File: config.mk
export PLATFORM = sky130hd
export DESIGN_NAME = watchdog_kicker_flat
export DESIGN_NICKNAME = d
export VERILOG_FILES = /design/src/rtl/watchdog_kicker_if.sv /design/src/rtl/watchdog_kicker.sv /design/src/flat_wrapper.sv
export SDC_FILE = /design/constraint.sdc
export NUM_CORES = 1
export LEC_CHECK = 0
export BUFFER_PORTS_ARGS = -buffer_cell sky130_fd_sc_hd__buf_2
export CAP_MARGIN = 20
export CORE_AREA = 2 2 39 41
export DETAILED_ROUTE_END_ITERATION = 8
export DIE_AREA = 0 0 41 43
export PLACE_DENSITY = 0.6
export RECOVER_POWER = 50
export SLEW_MARGIN = 15
export SYNTH_ARGS = -nofsm -noshare
export SYNTH_HDL_FRONTEND = slang
export SYNTH_SLANG_ARGS = --single-unit
File: constraint.sdc
create_clock -name clk -period 3.7 [get_ports clk]
set_input_delay 0.555 -clock clk [delete_from_list [all_inputs] [get_ports clk]]
set_output_delay 0.555 -clock clk [all_outputs]
set_load 0.1 [all_outputs]
File: src/rtl/watchdog_kicker_if.sv
// Bundles the watchdog_kicker control/status signals between the system side and the kicker.
// slave = kicker view, master = system/controller view.
interface watchdog_kicker_if #(
  parameter int MAX_FAULTS = 3
) ();
  localparam int FCW = $clog2(MAX_FAULTS + 1);

  logic           en;
  logic           alive;
  logic           interrupt;
  logic           recover_ack;
  logic           flag;
  logic           recover_req;
  logic [FCW-1:0] fault_count;
  logic           lockout;

  modport slave (
    input  en, alive, interrupt, recover_ack,
    output flag, recover_req, fault_count, lockout
  );

  modport master (
    output en, alive, interrupt, recover_ack,
    input  flag, recover_req, fault_count, lockout
  );
endinterface

File: src/rtl/watchdog_kicker.sv
// Drives the watchdog flag (high = counting, low = cleared), kicks on liveness, and runs
// recovery handshakes on timeout; all outputs are registered and decoded from next state.
module watchdog_kicker #(
  parameter int KICK_LEN   = 1,
  parameter int MAX_FAULTS = 3
) (
  input  logic               clk,
  input  logic               rstn,
  watchdog_kicker_if.slave   bus
);
  localparam int FCW = $clog2(MAX_FAULTS + 1);
  localparam int KW  = $clog2(KICK_LEN + 1);
  localparam logic [KW-1:0]  KICK_LOAD = KW'(KICK_LEN - 1);
  localparam logic [FCW-1:0] FC_MAX    = FCW'(MAX_FAULTS);

  typedef enum logic [2:0] {
    S_IDLE,
    S_ARMED,
    S_KICK,
    S_RECOVER,
    S_LOCKOUT
  } state_t;

  state_t         state_q, state_d;
  logic [KW-1:0]  kick_cnt_q, kick_cnt_d;
  logic [FCW-1:0] fault_count_q, fault_count_d;
  logic           flag_q, flag_d;
  logic           recover_req_q, recover_req_d;
  logic           lockout_q, lockout_d;

  always_comb begin
    state_d       = state_q;
    kick_cnt_d    = kick_cnt_q;
    fault_count_d = fault_count_q;

    case (state_q)
      S_IDLE: begin
        if (bus.en) state_d = S_ARMED;
      end
      S_ARMED: begin
        if (!bus.en) begin
          state_d = S_IDLE;
        end else if (bus.interrupt) begin
          state_d = S_RECOVER;
        end else if (bus.alive) begin
          state_d    = S_KICK;
          kick_cnt_d = KICK_LOAD;
        end
      end
      S_KICK: begin
        // alive is deliberately not looked at here: kicks never extend or queue
        if (!bus.en) begin
          state_d = S_IDLE;
        end else if (bus.interrupt) begin
          state_d = S_RECOVER;
        end else if (kick_cnt_q == '0) begin
          state_d = S_ARMED;
        end else begin
          kick_cnt_d = kick_cnt_q - 1'b1;
        end
      end
      S_RECOVER: begin
        // fault_count already includes this recovery, so reaching the limit escalates
        if (bus.recover_ack) begin
          if (fault_count_q == FC_MAX) begin
            state_d = S_LOCKOUT;
          end else if (bus.en) begin
            state_d = S_ARMED;
          end else begin
            state_d = S_IDLE;
          end
        end
      end
      S_LOCKOUT: begin
        state_d = S_LOCKOUT;
      end
      default: begin
        state_d = S_IDLE;
      end
    endcase

    if (state_d != S_KICK) kick_cnt_d = '0;

    if ((state_d == S_RECOVER) && (state_q != S_RECOVER) && (fault_count_q != FC_MAX)) begin
      fault_count_d = fault_count_q + 1'b1;
    end

    flag_d        = (state_d == S_ARMED);
    recover_req_d = (state_d == S_RECOVER);
    lockout_d     = (state_d == S_LOCKOUT);
  end

  always_ff @(posedge clk or negedge rstn) begin
    if (!rstn) begin
      state_q       <= S_IDLE;
      kick_cnt_q    <= '0;
      fault_count_q <= '0;
      flag_q        <= 1'b0;
      recover_req_q <= 1'b0;
      lockout_q     <= 1'b0;
    end else begin
      state_q       <= state_d;
      kick_cnt_q    <= kick_cnt_d;
      fault_count_q <= fault_count_d;
      flag_q        <= flag_d;
      recover_req_q <= recover_req_d;
      lockout_q     <= lockout_d;
    end
  end

  assign bus.flag        = flag_q;
  assign bus.recover_req = recover_req_q;
  assign bus.fault_count = fault_count_q;
  assign bus.lockout     = lockout_q;
endmodule

File: src/flat_wrapper.sv
// flat-port wrapper written by rule: the top's interface ports become plain ports
module watchdog_kicker_flat 
#(
  parameter int KICK_LEN   = 1,
  parameter int MAX_FAULTS = 3
)
  (clk, rstn, bus_en, bus_alive, bus_interrupt, bus_recover_ack, bus_flag, bus_recover_req, bus_fault_count, bus_lockout);
  watchdog_kicker_if #(.MAX_FAULTS(MAX_FAULTS)) bus_i ();
  input  logic clk;
  input  logic rstn;
  input wire logic [$bits(bus_i.en)-1:0] bus_en;
  input wire logic [$bits(bus_i.alive)-1:0] bus_alive;
  input wire logic [$bits(bus_i.interrupt)-1:0] bus_interrupt;
  input wire logic [$bits(bus_i.recover_ack)-1:0] bus_recover_ack;
  output wire logic [$bits(bus_i.flag)-1:0] bus_flag;
  output wire logic [$bits(bus_i.recover_req)-1:0] bus_recover_req;
  output wire logic [$bits(bus_i.fault_count)-1:0] bus_fault_count;
  output wire logic [$bits(bus_i.lockout)-1:0] bus_lockout;
  assign bus_i.en = bus_en;
  assign bus_i.alive = bus_alive;
  assign bus_i.interrupt = bus_interrupt;
  assign bus_i.recover_ack = bus_recover_ack;
  assign bus_flag = bus_i.flag;
  assign bus_recover_req = bus_i.recover_req;
  assign bus_fault_count = bus_i.fault_count;
  assign bus_lockout = bus_i.lockout;
  watchdog_kicker #(.KICK_LEN(KICK_LEN), .MAX_FAULTS(MAX_FAULTS)) u_core (.clk(clk), .rstn(rstn), .bus(bus_i));
endmodule
**After elaboration in Yosys (flattened, before gate mapping)**

Index checks and enable logic that the tools add are counted.

- Bits in registers: 9
- Word-level logic and storage cells: 48

- Muxes and demuxes: 19
- Eq/ne operators: 16
- Add/subtract/negate cells: 2
- Reduce and logical (&&, ||, !) cells: 5

Operators by type and width:

| operator | count |
|---|---|
| $mux W3 | 9 |
| $ne A3 B2 Y1 const B | 7 |
| $pmux W3 S5 | 1 |
| $eq A3 B2 Y1 const B | 3 |
| $mux W1 | 8 |
| $eq A3 B1 Y1 const B | 2 |
| $eq A3 B3 Y1 const B | 2 |
| $reduce_and A6 Y1 | 1 |
| $logic_not A3 Y1 | 1 |
| $reduce_bool A3 Y1 | 1 |
| $add A2 B1 Y2 const B | 1 |
| $eq A2 B2 Y1 const B | 1 |
| $logic_and A1 B1 Y1 | 2 |
| $ne A2 B2 Y1 const B | 1 |
| $pmux W1 S2 | 1 |
| $sub A1 B1 Y1 const B | 1 |

**Longest topological paths before layout**

- Depth after elaboration: 7
- Depth in mapped cells: 5

**Worst setup path before layout**

OpenSTA, ideal clock, no wires.

- Path kind: register to register
- Start: register u_core.fault_count_q[0], in the netlist u_core.bus.fault_count[0]
- End: register u_core.fault_count_q[1], in the netlist u_core.bus.fault_count[1]
- Period minus slack after synthesis: 1835 ps
- Setup slack: 1865 ps
- Stages on the path, launching flop included: 5
- Arrival time: 1709 ps
- Path through: dfrtp_1 > ha_1 > nor2_1 > o211ai_2 > mux2_4

- Longest elaborated chain between the ends: 7

RTL lines:

| element | line | source |
|---|---|---|
| start, declared | watchdog_kicker.sv:26 | `logic [FCW-1:0] fault_count_q, fault_count_d;` |
| start signal, assigned | watchdog_kicker.sv:104 | `fault_count_q <= fault_count_d;` |
| $eq A2 B2 Y1 | watchdog_kicker.sv:65 | `if (fault_count_q == FC_MAX) begin` |
| $mux W3 | watchdog_kicker.sv:65 |  |
| $mux W3 | watchdog_kicker.sv:64 | `if (bus.recover_ack) begin` |
| $pmux W3 S5 | watchdog_kicker.sv:36 | `case (state_q)` |
| $eq A3 B2 Y1 | watchdog_kicker.sv:84 | `if ((state_d == S_RECOVER) && (state_q != S_RECOVER) && (fault_count_q != FC_MAX)) begin` |
| $logic_and A1 B1 Y1 (2 in a row) | watchdog_kicker.sv:84 |  |

Parallel ways exist; a longest one is shown, timed or not.
A chain may end at the register's enable or synchronous reset.

**Worst setup path after layout**

- Start: register u_core.fault_count_q[0], in the netlist u_core.bus.fault_count[0]
- End: output bus_fault_count[0]

RTL lines:

| element | line | source |
|---|---|---|
| end, declared | flat_wrapper.sv:17 | `output wire logic [$bits(bus_i.fault_count)-1:0] bus_fault_count;` |

No word-level cell between the ends.

==> flow_metrics.tcl <==
set metrics [dict create \
    drtIter0Drc 2 \
    setup_viol 0 \
    multi_input_area_um2 189 \
    period_share 0.442 \
    via_per_inst 4.81 \
    worst_path_largest_cell_delay_ns 0.44 \
    max_freq_ghz 0.612 \
    synth-seq-cells 8 \
    hold_path_class "input pin to async pin" \
    drc 0 \
    cp_cell_sequence "buf_2" \
    synth_area_um2 402 \
    slew_violations 0 \
    post-cts-setup-buffers 0 \
    cts.clk_slew.worst_paths_ns 0.06 \
    port_buffers 10 \
    p_leak_nw 0.242 \
    synth_top_flop_cell "dfrtp_1" \
    path_class "register to output port" \
    max-clock-path-buffers 2 \
    synth_top_family_by_area "simple AND/OR/NAND/NOR gates" \
    async_flop_share 1.00 \
    swShare 0.512 \
    muxShareOfSynthArea 0.0374 \
    insertion_delay_ns 0.25 \
    yosysWarnings 0 \
    ctsHoldBuffers 0 \
    fin_skew_ns 0.00436 \
    endpoint_kind "output port" \
    worst-path-max-fanout 3 \
    reg2reg_from "u_core.state_q[2]$_DFF_PN0_" \
    finalWeightedCongestion 0.711 \
    cts_resized 0 \
    drv_cap 0 \
    setup.worst_path.start_class "register" \
    powerDensity_nw_per_um2 800 \
    ant_nets 0 \
    dr_total_vias 303 \
    die_h_um 43 \
    synth_cell_types 17 \
    slew_headroom 0.680 \
    gr-usage-met2 0.131 \
    use_met3 0.0628 \
    synth_common_cells "dfrtp_1, nor2_1, inv_1" \
    synth_xor_area_frac 0.0218 \
    num_io_pins 11 \
    worstMarginPinSlew_ns 0.483 \
    switchingPower_mw 0.201 \
    wirelength_um 661 \
    critPathBufInv 1 \
    grt_usage 0.109 \
    root_buffer "clkbuf_4" \
    num_rows 14 \
    synthCells 34 \
    grt_pass1_vias 281 \
    gr-max-usage-layer "met1" \
    avgSynthCellArea_um2 11.8 \
    synthTopCellsByArea "dfrtp_1, a2111oi_4, nor2_1, a32o_1, mux2_4" \
    grt_pass1_wl_mm 1.19 \
    synth_fa_ha_area_frac 0.0312 \
    yosys.area_share.simple 0.196 \
    reg2reg_depth 4 \
    yosysSeqAreaShare 0.498 \
    hpwl_um 531 \
    critPathTopFamily "buffers and inverters" \
    irDropWorstVdd_uv 439 \
    h-tree-depth 1 \
    drt_first_pass_iters 4 \
    synth_edf_count 0 \
    r2r_end "u_core.bus.fault_count[1]$_DFFE_PN0P_" \
    grt_max_degree 9 \
    fp.dieW_um 41 \
    wire_per_inst_um 10.5 \
    yosysTopAreaCellShare 0.498 \
    regArea_um2 200 \
    seq_power_share 0.325 \
    cp_slowest_cell "buf_2" \
    clkPwrFrac 0.166 \
    fill_cells 147 \
    cts.sinks 8 \
    antenna_found_initial 0 \
    overflow 0 \
    tns_ns 0 \
    rsz0062_at_grt "no" \
    status "finished, final reports clean" \
    layout-drive-gt1-share 0.340 \
    grt_util_met1 0.136 \
    cts_tree "done" \
    area_growth_pct 22.4 \
    finalPower_mw 0.393 \
    antenna_cells 0 \
    power.internal_mw 0.192 \
    synth-compound-area-share 0.187 \
    synth_area_leader_cell "dfrtp_1" \
    coreArea_um2 1380 \
    hold_viol_final 0 \
    synth_most_common_cell "dfrtp_1" \
    worstPathArrival_ns 1.08 \
    numCtsBuffers 3 \
    pwr-share-comb 0.509 \
    fin_crit_ns 1.63 \
    syn_nets 41 \
    setup.reg_to_reg.worst_slack_ns 2.09 \
    critPathRequiredTime_ns 3.14 \
    initial_core_util 0.290 \
    final_nets 56 \
    dieArea_um2 1760 \
]
-- per-stage QoR --
step / area, um^2 / utilization / cells / hold WS [ns] / worst slack (ns)
floorplan: 402 / - / 34 / 0.259 / 1.87
global placement: 472 / 0.341 / 60 / 0.401 / 1.92
detailed placement: 472 / 0.341 / 60 / 0.407 / 1.92
CTS: 494 / 0.357 / 63 / 0.137 / 2.05
global route: 492 / 0.355 / 63 / 0.231 / 1.97
finish: 492 / 0.355 / 63 / 0.217 / 2.07
-- per-layer routing --
layer | wire length (um) | vias up
li1 | - | 150
met5 | 0 | -
met4 | 17 | 0
met1 | 301 | 140
met3 | 44 | 4
met2 | 297 | 9
-- power by group through the flow --
stage	clock network (mW)	logic, mW	registers (mW)
2_1_floorplan	0	0.0562	0.242
3_3_place_gp	0	0.200	0.129
3_5_place_dp	0	0.201	0.130
4_1_cts	0.0683	0.202	0.128
5_1_grt	0.0741	0.212	0.130
6_report	0.0654	0.200	0.128
-- flip-flops by register name, summed over array words and instances, names as in the netlist --
register and count:
u_core.state_q 3, u_core.bus.fault_count 2, u_core.bus.flag 1, u_core.bus.recover_req 1, u_core.bus.lockout 1
-- layout by cell type, fill, tap and decap left out --
cell type  instances
a21oi_1            2
a2111oi_4          1
or2b_1             1
nand3b_1           1
a32o_1             2
inv_1              3
clkbuf_4           3
and3b_4            1
clkbuf_1           1
and3b_1            1
o211ai_2           1
nand2b_1           2
xnor2_1            1
o21ai_0            1
ha_1               1
nor4_1             1
mux2_4             1
buf_2              9
nor2_1             6
dfrtp_1            8
-- kinds of logic (layout without fill, tap and decap cells) --
group / count (synthesis) / in the layout
buf+inv: 3 / 16
mux: 1 / 1
compound gates: 7 / 7
simple gates: 13 / 13
fa+ha+maj: 1 / 1
flops: 8 / 8
xor+xnor: 1 / 1
-- layout make-up --
| class | instances | area share |
|---|---|---|
| sequential | 8 | 0.407 |
| multi-input combinational | 23 | 0.384 |
| timing repair buffer | 10 | 0.0992 |
| clock buffer | 3 | 0.0458 |
| tap | 16 | 0.0407 |
| inverter | 3 | 0.0229 |
-- worst max path at each step --
| stage | slack [ns] | startpoint | to | cells after the start |
|---|---|---|---|---|
| finish | 2.07 | u_core.bus.fault_count[0]$_DFFE_PN0P_ | bus_fault_count[0] | 1 |
| global route | 1.97 | u_core.state_q[2]$_DFF_PN0_ | u_core.bus.fault_count[1]$_DFFE_PN0P_ | 4 |
| CTS | 2.05 | u_core.bus.fault_count[0]$_DFFE_PN0P_ | bus_fault_count[0] | 1 |
| detailed placement | 1.92 | bus_interrupt | u_core.bus.fault_count[1]$_DFFE_PN0P_ | 5 |
| global placement | 1.92 | bus_interrupt | u_core.bus.fault_count[1]$_DFFE_PN0P_ | 5 |
| floorplan | 1.87 | u_core.bus.fault_count[0]$_DFFE_PN0P_ | u_core.bus.fault_count[1]$_DFFE_PN0P_ | 4 |
No activity file was read; power rests on OpenSTA's default activity.
